<file path="config.mk">
export PLATFORM = sky130hd
export DESIGN_NAME = regfile_wb_arbiter
export DESIGN_NICKNAME = d
export VERILOG_FILES = /design/src/rtl/wb_arb_pkg.sv /design/src/rtl/rr_pick.sv /design/src/rtl/regfile_wb_arbiter.sv
export SDC_FILE = /design/constraint.sdc
export NUM_CORES = 1
export LEC_CHECK = 0
export ABC_AREA = 0
export CAP_MARGIN = 40
export CORE_ASPECT_RATIO = 0.8
export CORE_MARGIN = 5
export CORE_UTILIZATION = 36
export DETAILED_ROUTE_END_ITERATION = 10
export PLACE_DENSITY = 0.79
export SYNTH_ARGS = -nofsm -noshare
export SYNTH_HDL_FRONTEND = slang
export SYNTH_SLANG_ARGS = --single-unit
</file>
<file path="constraint.sdc">
create_clock -name clk -period 1.9 [get_ports clk]
set_input_delay 0.38 -clock clk [delete_from_list [all_inputs] [get_ports clk]]
set_output_delay 0.38 -clock clk [all_outputs]
set_load 0.02 [all_outputs]
</file>
<file path="src/rtl/wb_arb_pkg.sv">
// Shared defaults, width helpers and the write-back request record for regfile_wb_arbiter.
package wb_arb_pkg;

    localparam int def_num_req  = 4;
    localparam int def_reg_size = 32;
    localparam int def_mem_size = 32;
    localparam int def_cnt_size = 16;

    // Index width for a table of 'depth' entries; never below one bit.
    function automatic int addr_width(input int depth);
        return (depth > 1) ? $clog2(depth) : 1;
    endfunction

    function automatic int ptr_width(input int n);
        return (n > 1) ? $clog2(n) : 1;
    endfunction

    typedef struct packed {
        logic [addr_width(def_mem_size)-1:0] addr;
        logic [def_reg_size-1:0]             data;
    } wb_req_t;

endpackage

</file>
<file path="src/rtl/rr_pick.sv">
// One-hot selector: grants the first set bit of req, scanning upward from start and wrapping.
module rr_pick
    import wb_arb_pkg::*;
#(
    parameter int  n  = def_num_req,
    localparam int pw = ptr_width(n)
) (
    input  logic [n-1:0]  req,
    input  logic [pw-1:0] start,
    output logic [n-1:0]  grant,
    output logic [pw-1:0] grant_idx,
    output logic          any
);

    int slot;

    // Scanning from the far end lets the nearest-to-start request overwrite all others.
    always_comb begin
        grant     = '0;
        grant_idx = '0;
        any       = 1'b0;
        slot      = 0;
        for (int k = n - 1; k >= 0; k--) begin
            slot = (int'(start) + k) % n;
            if (req[slot]) begin
                grant       = '0;
                grant[slot] = 1'b1;
                grant_idx   = pw'(slot);
                any         = 1'b1;
            end
        end
    end

endmodule

</file>
<file path="src/rtl/regfile_wb_arbiter.sv">
// Shares the register file's write port among num_req write-back sources with a registered output.
// WB_ARB_RR_EN selects round-robin priority; when undefined the lowest index always wins.
module regfile_wb_arbiter
    import wb_arb_pkg::*;
#(
    parameter int  reg_size = def_reg_size,
    parameter int  mem_size = def_mem_size,
    parameter int  num_req  = def_num_req,
    parameter int  cnt_size = def_cnt_size,
    localparam int aw       = addr_width(mem_size),
    localparam int pw       = ptr_width(num_req)
) (
    input  logic                              clk,
    input  logic                              rst,
    input  logic [num_req-1:0]                req_valid,
    input  logic [num_req-1:0][aw-1:0]        req_addr,
    input  logic [num_req-1:0][reg_size-1:0]  req_data,
    output logic [num_req-1:0]                req_ready,
    input  logic                              hold,
    output logic                              wr_en,
    output logic [aw-1:0]                     wr_addr,
    output logic [reg_size-1:0]               wr_data,
    output logic [cnt_size-1:0]               collide_cnt
);

    // Handshake: req_ready is one-hot and combinational; source i transfers on a rising edge
    // where req_valid[i] && req_ready[i]. Sources hold valid/addr/data stable until that edge.

    logic [pw-1:0]      ptr;
    logic [num_req-1:0] pick;
    logic [pw-1:0]      pick_idx;
    logic               pick_any;
    logic               grant_en;
    logic               accept;
    logic               collide;

    rr_pick #(.n(num_req)) u_pick (
        .req       (req_valid),
        .start     (ptr),
        .grant     (pick),
        .grant_idx (pick_idx),
        .any       (pick_any)
    );

    assign grant_en  = !rst && !hold;
    assign req_ready = grant_en ? pick : '0;
    assign accept    = grant_en && pick_any;
    assign collide   = !hold && ($countones(req_valid) >= 2);

`ifdef WB_ARB_RR_EN
    always_ff @(posedge clk) begin
        if (rst) begin
            ptr <= '0;
        end else if (accept) begin
            ptr <= (int'(pick_idx) == num_req - 1) ? '0 : pick_idx + pw'(1);
        end
    end
`else
    assign ptr = '0;
`endif

    always_ff @(posedge clk) begin
        if (rst) begin
            collide_cnt <= '0;
        end else if (collide && (collide_cnt != '1)) begin
            collide_cnt <= collide_cnt + cnt_size'(1);
        end
    end

    // Address and data hold their last value on idle cycles; only the strobe drops.
    always_ff @(posedge clk) begin
        if (rst) begin
            wr_en   <= 1'b0;
            wr_addr <= '0;
            wr_data <= '0;
        end else begin
            wr_en <= accept;
            if (accept) begin
                wr_addr <= req_addr[pick_idx];
                wr_data <= req_data[pick_idx];
            end
        end
    end

endmodule

</file>
Yosys cells after proc, flatten, opt, wreduce, memory -nomap -nowiden
Cells that the tools add are included.
{"block": "word_totals", "inputBits": 155, "elab_cells": 34, "regBits": 54, "out_inout_bits": 58}
{"block": "op_classes", "n_mux": 17, "add_sub_neg": 4, "n_eq_ne": 1, "n_reduce_logical": 6, "magnitude_cmp": 2}
{"op": "32-bit binary-select mux with 2-bit select", "n": 1}
{"op": "32-bit 2-to-1 mux", "n": 1}
{"op": "4-bit 2-to-1 mux", "n": 5}
{"op": "16-bit by 1-bit adder with 16-bit output (second input constant)", "n": 1}
{"op": "16-bit inequality test (second input constant)", "n": 1}
{"op": "5-bit binary-select mux with 2-bit select", "n": 1}
{"op": "2-bit 2-to-1 mux", "n": 4}
{"op": "5-bit 2-to-1 mux", "n": 1}
{"op": "1-bit by 1-bit adder with 2-bit output", "n": 2}
{"op": "1-bit logical AND", "n": 4}
{"op": "1-bit 2-to-1 mux", "n": 4}
{"op": "2-bit by 2-bit adder with 3-bit output", "n": 1}
{"op": "3-bit by 2-bit >= comparator with 1-bit output (second input constant)", "n": 1}
{"op": "2-bit by 3-bit < comparator with 1-bit output (second input constant)", "n": 1}
{"op": "1-bit zero test", "n": 2}

Logic depth before layout (Yosys ltp)
Gate-level depths: netlist (run 1).
{"block": "logic_depth", "word_depth": 6, "ltp_mapped": 7, "depth_no_buf": 6}

Modules after synthesis
Synthesis (run 1) repeated with hierarchy kept, for this count alone.
{"block": "hier_totals", "hier_cells": 384, "hier_area_um2": 3697.3}
{"mod": "regfile_wb_arbiter", "instances": 1, "seq_area_each_um2": 1081.0, "cells_each": 323, "area_each_um2": 3188.1}
{"mod": "rr_pick", "instances": 1, "seq_area_each_um2": 0.0, "cells_each": 61, "area_each_um2": 509.2}

Worst setup path after synthesis (run 1)
OpenSTA, ideal clock, no wires.
{"block": "synth_timing", "path_kind": "input to register", "from": "input port req_valid[0]", "to": "register collide_cnt[15]", "slack_ns": 0.093, "t_arrival_ns": 1.676, "cell_stages": 6, "setup_ns": 0.131, "required_time_ns": 1.769, "n_path_buf": 0, "path_cell_list": "fa_1 -> a21oi_1 -> nor4_4 -> nand4_1 -> xor2_1 -> nor2_1"}
{"block": "synth_between", "elab_chain_len": 5}
{"element": "start, declared", "line_no": "regfile_wb_arbiter.sv:15", "text": "input logic [num_req-1:0] req_valid,"}
{"element": "1-bit by 1-bit adder with 2-bit output (implied by the code)", "line_no": "regfile_wb_arbiter.sv:48", "text": "assign collide = !hold && ($countones(req_valid) >= 2);"}
{"element": "2-bit by 2-bit adder with 3-bit output (implied by the code)", "line_no": "regfile_wb_arbiter.sv:48"}
{"element": "3-bit by 2-bit >= comparator with 1-bit output", "line_no": "regfile_wb_arbiter.sv:48"}
{"element": "1-bit logical AND", "line_no": "regfile_wb_arbiter.sv:48"}
{"element": "1-bit logical AND", "line_no": "regfile_wb_arbiter.sv:65", "text": "end else if (collide && (collide_cnt != '1)) begin"}
{"element": "end signal, assigned", "line_no": "regfile_wb_arbiter.sv:66", "text": "collide_cnt <= collide_cnt + cnt_size'(1);"}
{"element": "end, declared", "line_no": "regfile_wb_arbiter.sv:23", "text": "output logic [cnt_size-1:0] collide_cnt"}
Every way passes these cells.
A chain may end at the register's enable or synchronous reset.

Worst setup path in the final report (run 1)
{"block": "layout_timing", "from": "input port hold", "to": "register collide_cnt[13]"}
{"block": "layout_between", "elab_chain_len": 3}
{"element": "start, declared", "line_no": "regfile_wb_arbiter.sv:19", "text": "input logic hold,"}
{"element": "1-bit zero test", "line_no": "regfile_wb_arbiter.sv:48"}
{"element": "1-bit logical AND", "line_no": "regfile_wb_arbiter.sv:48"}
{"element": "1-bit logical AND", "line_no": "regfile_wb_arbiter.sv:65"}
Every way passes these cells.

==> results of run 1 <==
-- per-stage QoR --
stage               cells  setup TNS, ns  setup WS, ns
floorplan             308              0        0.0932
global placement      632         -19.03        -0.475
detailed placement    632         -21.15        -0.521
CTS                   645              0        0.0732
global route          645              0       0.00422
finish                645              0        0.0779
-- cell families (layout without fill, tap and decap cells) --
| group | Yosys count | in the layout | synth area share, % |
|---|---|---|---|
| xor+xnor | 15 | 15 | 4.31 |
| fa+ha+maj | 3 | 3 | 1.48 |
| buf+inv | 21 | 246 | 5.13 |
| simple gates | 63 | 63 | 11.8 |
| compound gates | 78 | 78 | 17.6 |
| mux | 74 | 74 | 24.3 |
| flops | 54 | 54 | 35.4 |
-- cell type report --
cell class / instances / area [um2] / area share [%]
tap: 112 / 140 / 2.48
multi-input combinational: 233 / 1850 / 32.7
clock buffer: 6 / 82.6 / 1.46
timing repair buffer: 237 / 2440 / 43.1
sequential: 54 / 1080 / 19.1
clock inverter: 2 / 60.1 / 1.06
inverter: 1 / 3.75 / 0.0663
-- synth_stat cells --
cell | number | area (um2)
and2_1 | 1 | 6.26
a21oi_1 | 2 | 10.0
nand4_2 | 1 | 12.5
buf_6 | 4 | 45.0
nand3_1 | 11 | 55.1
buf_8 | 3 | 45.0
xor2_1 | 15 | 131
nor3b_2 | 1 | 12.5
nor2_2 | 1 | 6.26
o21ai_2 | 1 | 8.76
nor2b_2 | 1 | 8.76
o211ai_1 | 1 | 7.51
o21ai_1 | 1 | 5.00
nor2_1 | 19 | 71.3
inv_1 | 1 | 3.75
nor2_4 | 1 | 11.3
o221ai_1 | 1 | 8.76
and3_1 | 7 | 43.8
nor4_4 | 1 | 21.3
ha_1 | 2 | 25.0
nor4_1 | 1 | 6.26
nand2_1 | 7 | 26.3
nand4b_1 | 2 | 17.5
dfxtp_1 | 54 | 1080
clkbuf_1 | 2 | 7.51
nor3_1 | 2 | 10.0
o22ai_1 | 36 | 225
a21o_1 | 36 | 270
mux2i_1 | 74 | 741
nand4_1 | 4 | 25.0
fa_1 | 1 | 20.0
and4_1 | 3 | 26.3
buf_2 | 11 | 55.1
-- critical path, cell delays in order --
cell and delay, ns:
clkdlybuf4s50_1 0.45, buf_4 0.18, nand4b_1 0.29, nor4_4 0.35, nand4_1 0.16, xor2_1 0.16
nor2_1 0.05
-- sequential cells by signal (all words and copies together), names as in the netlist --
register     count
wr_en            1
collide_cnt     16
wr_data         32
wr_addr          5
-- where the power goes --
| part | total [W] | switching [W] | leakage [nW] | internal (W) |
|---|---|---|---|---|
| clock | 0.000939 | 0.000377 | 0.0714 | 0.000562 |
| combinational | 0.00100 | 0.000379 | 2.20 | 0.000622 |
| sequential | 0.00124 | 0.0000374 | 0.442 | 0.00120 |
-- metal layers --
layer  vias up  part of all wire [%]  track usage (%)
met5         -                     0                0
met4         0                   2.0             4.80
met3        14                   8.0             6.27
met2       135                    49             36.1
met1      1486                    41             23.3
li1       1604                     -                -
-- worst max-delay path by stage --
stage                       from  slack [ns]  cells after the start                      endpoint
global route        req_valid[3]       0.004                      7  collide_cnt[10]$_SDFFE_PP0P_
CTS                         hold        0.07                      7  collide_cnt[13]$_SDFFE_PP0P_
finish                      hold        0.08                      7  collide_cnt[13]$_SDFFE_PP0P_
floorplan           req_valid[0]        0.09                      6  collide_cnt[15]$_SDFFE_PP0P_
detailed placement  req_valid[0]       -0.52                      7  collide_cnt[13]$_SDFFE_PP0P_
global placement    req_valid[0]       -0.48                      8   collide_cnt[2]$_SDFFE_PP0P_
-- what timing repair did --
| item | 4_1_cts | 5_1_grt |
|---|---|---|
| endpoints found under the hold margin | 0 | 0 |
| resized for setup | 31 | 0 |
| buffers inserted | 2 | 0 |
| endpoints found under the setup margin | 32 | 0 |
==> results.toml, run 1 <==
[placed_design]
dp_hpwl_um = 8710
port_buffers = 212
dpl-instance-area_mm2 = 0.00538
gp_congestion = 0.887

[cells_and_area]
fill_cells = 664
layout_commonest_cell = "clkdlybuf4s50_1"
fin_area_mm2 = 0.00566
layout_common_cells = "clkdlybuf4s50_1 (204), mux2i_1 (73), dfxtp_1 (54)"
layout-drive-gt1-share_pct = 9.19
final_core_util_pct = 67.6
nets = 690
antennaDiodeCount = 0
syn_to_final_growth_pct = 85.5

[synthesis]
ys_ff_latch = 54
ys_seq_area_share_pct = 35.4
synth_warnings = 0
syn-num-nets = 466
netlist_area_mm2 = 0.00305
syn_inst = 308
ys_types = 33
syn_area_per_cell_um2 = 9.90

[global_route]
antenna_found_initial = 0
grt_max_degree = 30
grt_pass1_wl_um = 16800
grt_pass1_vias = 3376
gr-usage-all-layers_pct = 20.1
grt.overflow.total = 0

[power_and_ir_drop]
ir_drop_v = 0.000430
p_per_area_mw_per_mm2 = 562
fin_total_pwr_w = 0.00318
p_leak_nw = 2.72

[floorplanning]
die_w_um = 113
io_pins = 213
dieArea_mm2 = 0.0104
coreArea_mm2 = 0.00837
start_util_pct = 36.4
die_y_um = 92.3
num_rows = 30

[critical_path]
r2r_cells = 6
startpoint_type = "input port"
cp-end-kind = "register"
worst-path-max-fanout = 5
cp.required_ns = 2.10
regToRegSetupSlack_ns = 0.23
cp_data_arrival_time_ns = 2.02
critPathKind = "in -> reg"
r2r_start = "collide_cnt[0]$_SDFFE_PP0P_"
rr_endpoint = "collide_cnt[7]$_SDFFE_PP0P_"

[cts]
numCtsBuffers = 5
ctsHtreeMaxLevel = 2
cts.path.max_buffers = 2
clock_sinks = 54
clockRootBuffer = "clkbuf_8"
cts_tree = "built"
path_clk_slew_ns = 0.10
clock_latency_ns = 0.30
hold_buffers = 0

[worst_hold_path]
min_path_cells = 1
hold_path_end = "wr_data[3]$_SDFFE_PP0P_"
min-delay-start = "wr_data[3]$_SDFFE_PP0P_"
hold_path.class = "reg -> reg"

[detailed_routing]
via_per_inst = 5.02
routed_wl_um = 11100
ant_nets = 0
vias = 3239
drcViolationCount = 0
drtPass1Iterations = 4
wl_per_cell_um = 17.2
dr.first_iter.drc_count = 76

[sta]
fmax_mhz = 549
holdWs_ns = 0.458
period_minus_slack_ns = 1.82
fin_skew_ns = 0.00220
tightest_slew_ns = 0.396
relSlewSlack_pct = 73.4
slew_viol_final = 0
finalSetupViolCount = 0
post-route-period-util_pct = 95.9
rsz0062_at_grt = "false"
finalHoldViolCount = 0

[status]
status = "finished, final reports clean"

[flow_run]
drv_cap = 0
(Power assumes the default switching activity.)
==> inputs of run 2 (changes only) <==
--- a/config.mk
+++ b/config.mk
@@ -6,9 +6,8 @@
 export NUM_CORES = 1
 export LEC_CHECK = 0
 export ABC_AREA = 0
-export CAP_MARGIN = 40
 export CORE_ASPECT_RATIO = 0.8
-export CORE_MARGIN = 5
+export CORE_MARGIN = 2
 export CORE_UTILIZATION = 36
 export DETAILED_ROUTE_END_ITERATION = 10
 export PLACE_DENSITY = 0.79
==> run 2 against run 1 <==
Against the previous run: register-to-register slack lost 0.03 ns; largest power group unchanged; critical endpoint is now req_ready[1]; worst setup slack lost 0.015 ns; sequential cell count is the same; global-route usage grew 0.14 points; maximum frequency shrank 0.82%; clock power shrank 1%.
==> results.toml, run 2 (synthesis gave the netlist of run 1 again) <==
[global_route]
grt.overflow.total = 0
grt_max_degree = 38
antenna_found_initial = 0
grt_pass1_wl_um = 15000
gr-usage-all-layers_pct = 20.3
grt_pass1_vias = 3057

[cts]
clock_latency_ns = 0.30
numCtsBuffers = 5
cts.path.max_buffers = 2
path_clk_slew_ns = 0.09
cts_tree = "built"
clock_sinks = 54
clockRootBuffer = "clkbuf_8"
ctsHtreeMaxLevel = 2

[sta]
fin_skew_ns = 0.00650
holdWs_ns = 0.455
period_minus_slack_ns = 1.84
slew_viol_final = 0
tightest_slew_ns = 0.338
relSlewSlack_pct = 77.3
post-route-period-util_pct = 96.7
fmax_mhz = 544
finalHoldViolCount = 0
finalSetupViolCount = 0

[detailed_routing]
dr.first_iter.drc_count = 129
drtPass1Iterations = 4
routed_wl_um = 10200
ant_nets = 0
via_per_inst = 5.08
vias = 3253
drcViolationCount = 0
wl_per_cell_um = 16.0

[cells_and_area]
instances_no_fill = 640
layout_common_cells = "clkdlybuf4s50_1 (204), mux2i_1 (73), dfxtp_1 (54)"
final_core_util_pct = 67.0
fill_cells = 668
fin_area_mm2 = 0.00561
max_flop_register = "wr_data"
largest_reg_flops = 32
nets = 685
reg_top3 = "wr_data x32, collide_cnt x16, wr_addr x5"
layout-drive-gt1-share_pct = 7.95
layout_commonest_cell = "clkdlybuf4s50_1"
syn_to_final_growth_pct = 83.8
antennaDiodeCount = 0

[placed_design]
dpl-instance-area_mm2 = 0.00537
dp_hpwl_um = 7800
gp_congestion = 0.847
port_buffers = 212
dp_cells = 630

[status]
status = "finished, final reports clean"

[power_and_ir_drop]
p_seq_share_pct = 39.4
p_sw_w = 0.000779
ir_drop_v = 0.000446
p_per_area_mw_per_mm2 = 560
pwr-share-comb_pct = 31.0
switching_share_pct = 24.8
p_leak_nw = 2.68
internal-power_w = 0.00236
clockPowerShare_pct = 29.6

[floorplanning]
dieArea_mm2 = 0.00923
start_util_pct = 36.4
die_w_um = 107
die_y_um = 86.3
io_pins = 213
num_rows = 30
coreArea_mm2 = 0.00837

[critical_path]
critPathKind = "in -> out"
cp_data_arrival_time_ns = 1.46
startpoint_type = "input port"
cp.required_ns = 1.52
cp-end-kind = "output pin"
worst-path-max-fanout = 5

[worst_hold_path]
hold_path.class = "reg -> reg"

[flow_run]
drv_cap = 0
## run 2: final cells by class
| cell class | instances | area (um2) | area share, % |
|---|---|---|---|
| sequential | 54 | 1080 | 19.3 |
| inverter | 1 | 3.75 | 0.0669 |
| timing repair buffer | 232 | 2380 | 42.4 |
| clock inverter | 2 | 60.1 | 1.07 |
| clock buffer | 6 | 82.6 | 1.47 |
| tap | 112 | 140 | 2.50 |
| multi-input combinational | 233 | 1860 | 33.2 |
## run 2: what timing repair did
action,4_1_cts,5_1_grt
pin swaps,1,5
cloned,0,1
setup endpoints to repair,44,42
setup buffers,0,1
hold buffers,0,0
gates resized for setup,22,5
## run 2: final timing paths
| path | startpoint | endpoint | slack, ns | cells after the start |
|---|---|---|---|---|
| worst min-delay path | wr_data[10]$_SDFFE_PP0P_ | wr_data[10]$_SDFFE_PP0P_ | 0.46 | 1 |
| worst max register to register | collide_cnt[0]$_SDFFE_PP0P_ | collide_cnt[6]$_SDFFE_PP0P_ | 0.20 | 6 |
| worst max-delay path | rst | req_ready[1] | 0.06 | 4 |
| worst min register to register | wr_data[10]$_SDFFE_PP0P_ | wr_data[10]$_SDFFE_PP0P_ | 0.46 | 1 |
## run 2: layer usage
metal  vias to the layer above  GRT usage [%]  part of all wire (%)
met4                         0           3.78                  0.74
li1                       1588              -                     -
met5                         -              0                     0
met2                       133           35.2                    49
met1                      1525           24.9                    41
met3                         7           6.62                   9.3
## run 2: worst max-delay path, cell delays in order
cell             delay (ns)
clkdlybuf4s50_1        0.47
nor2_4                 0.16
and2_1                 0.14
clkdlybuf4s15_1        0.30
## run 2: metrics by stage
stage | setup slack, ns | power [W] | TNS (ns)
final | 0.0629 | 0.00314 | 0
after global routing | -0.00455 | 0.00327 | -0.00455
after CTS | 0.000272 | 0.00315 | 0
after detailed placement | -0.602 | 0.00221 | -22.86
after global placement | -0.545 | 0.00219 | -20.40
after floorplan | 0.0932 | 0.00166 | 0
## run 2: power by group through the flow
stage	sequential, W	combinational (W)	clock, W
CTS	0.00124	0.000959	0.000953
global placement	0.00126	0.000932	0
finish	0.00124	0.000972	0.000929
floorplan	0.00135	0.000313	0
global route	0.00125	0.00104	0.000984
detailed placement	0.00126	0.000946	0
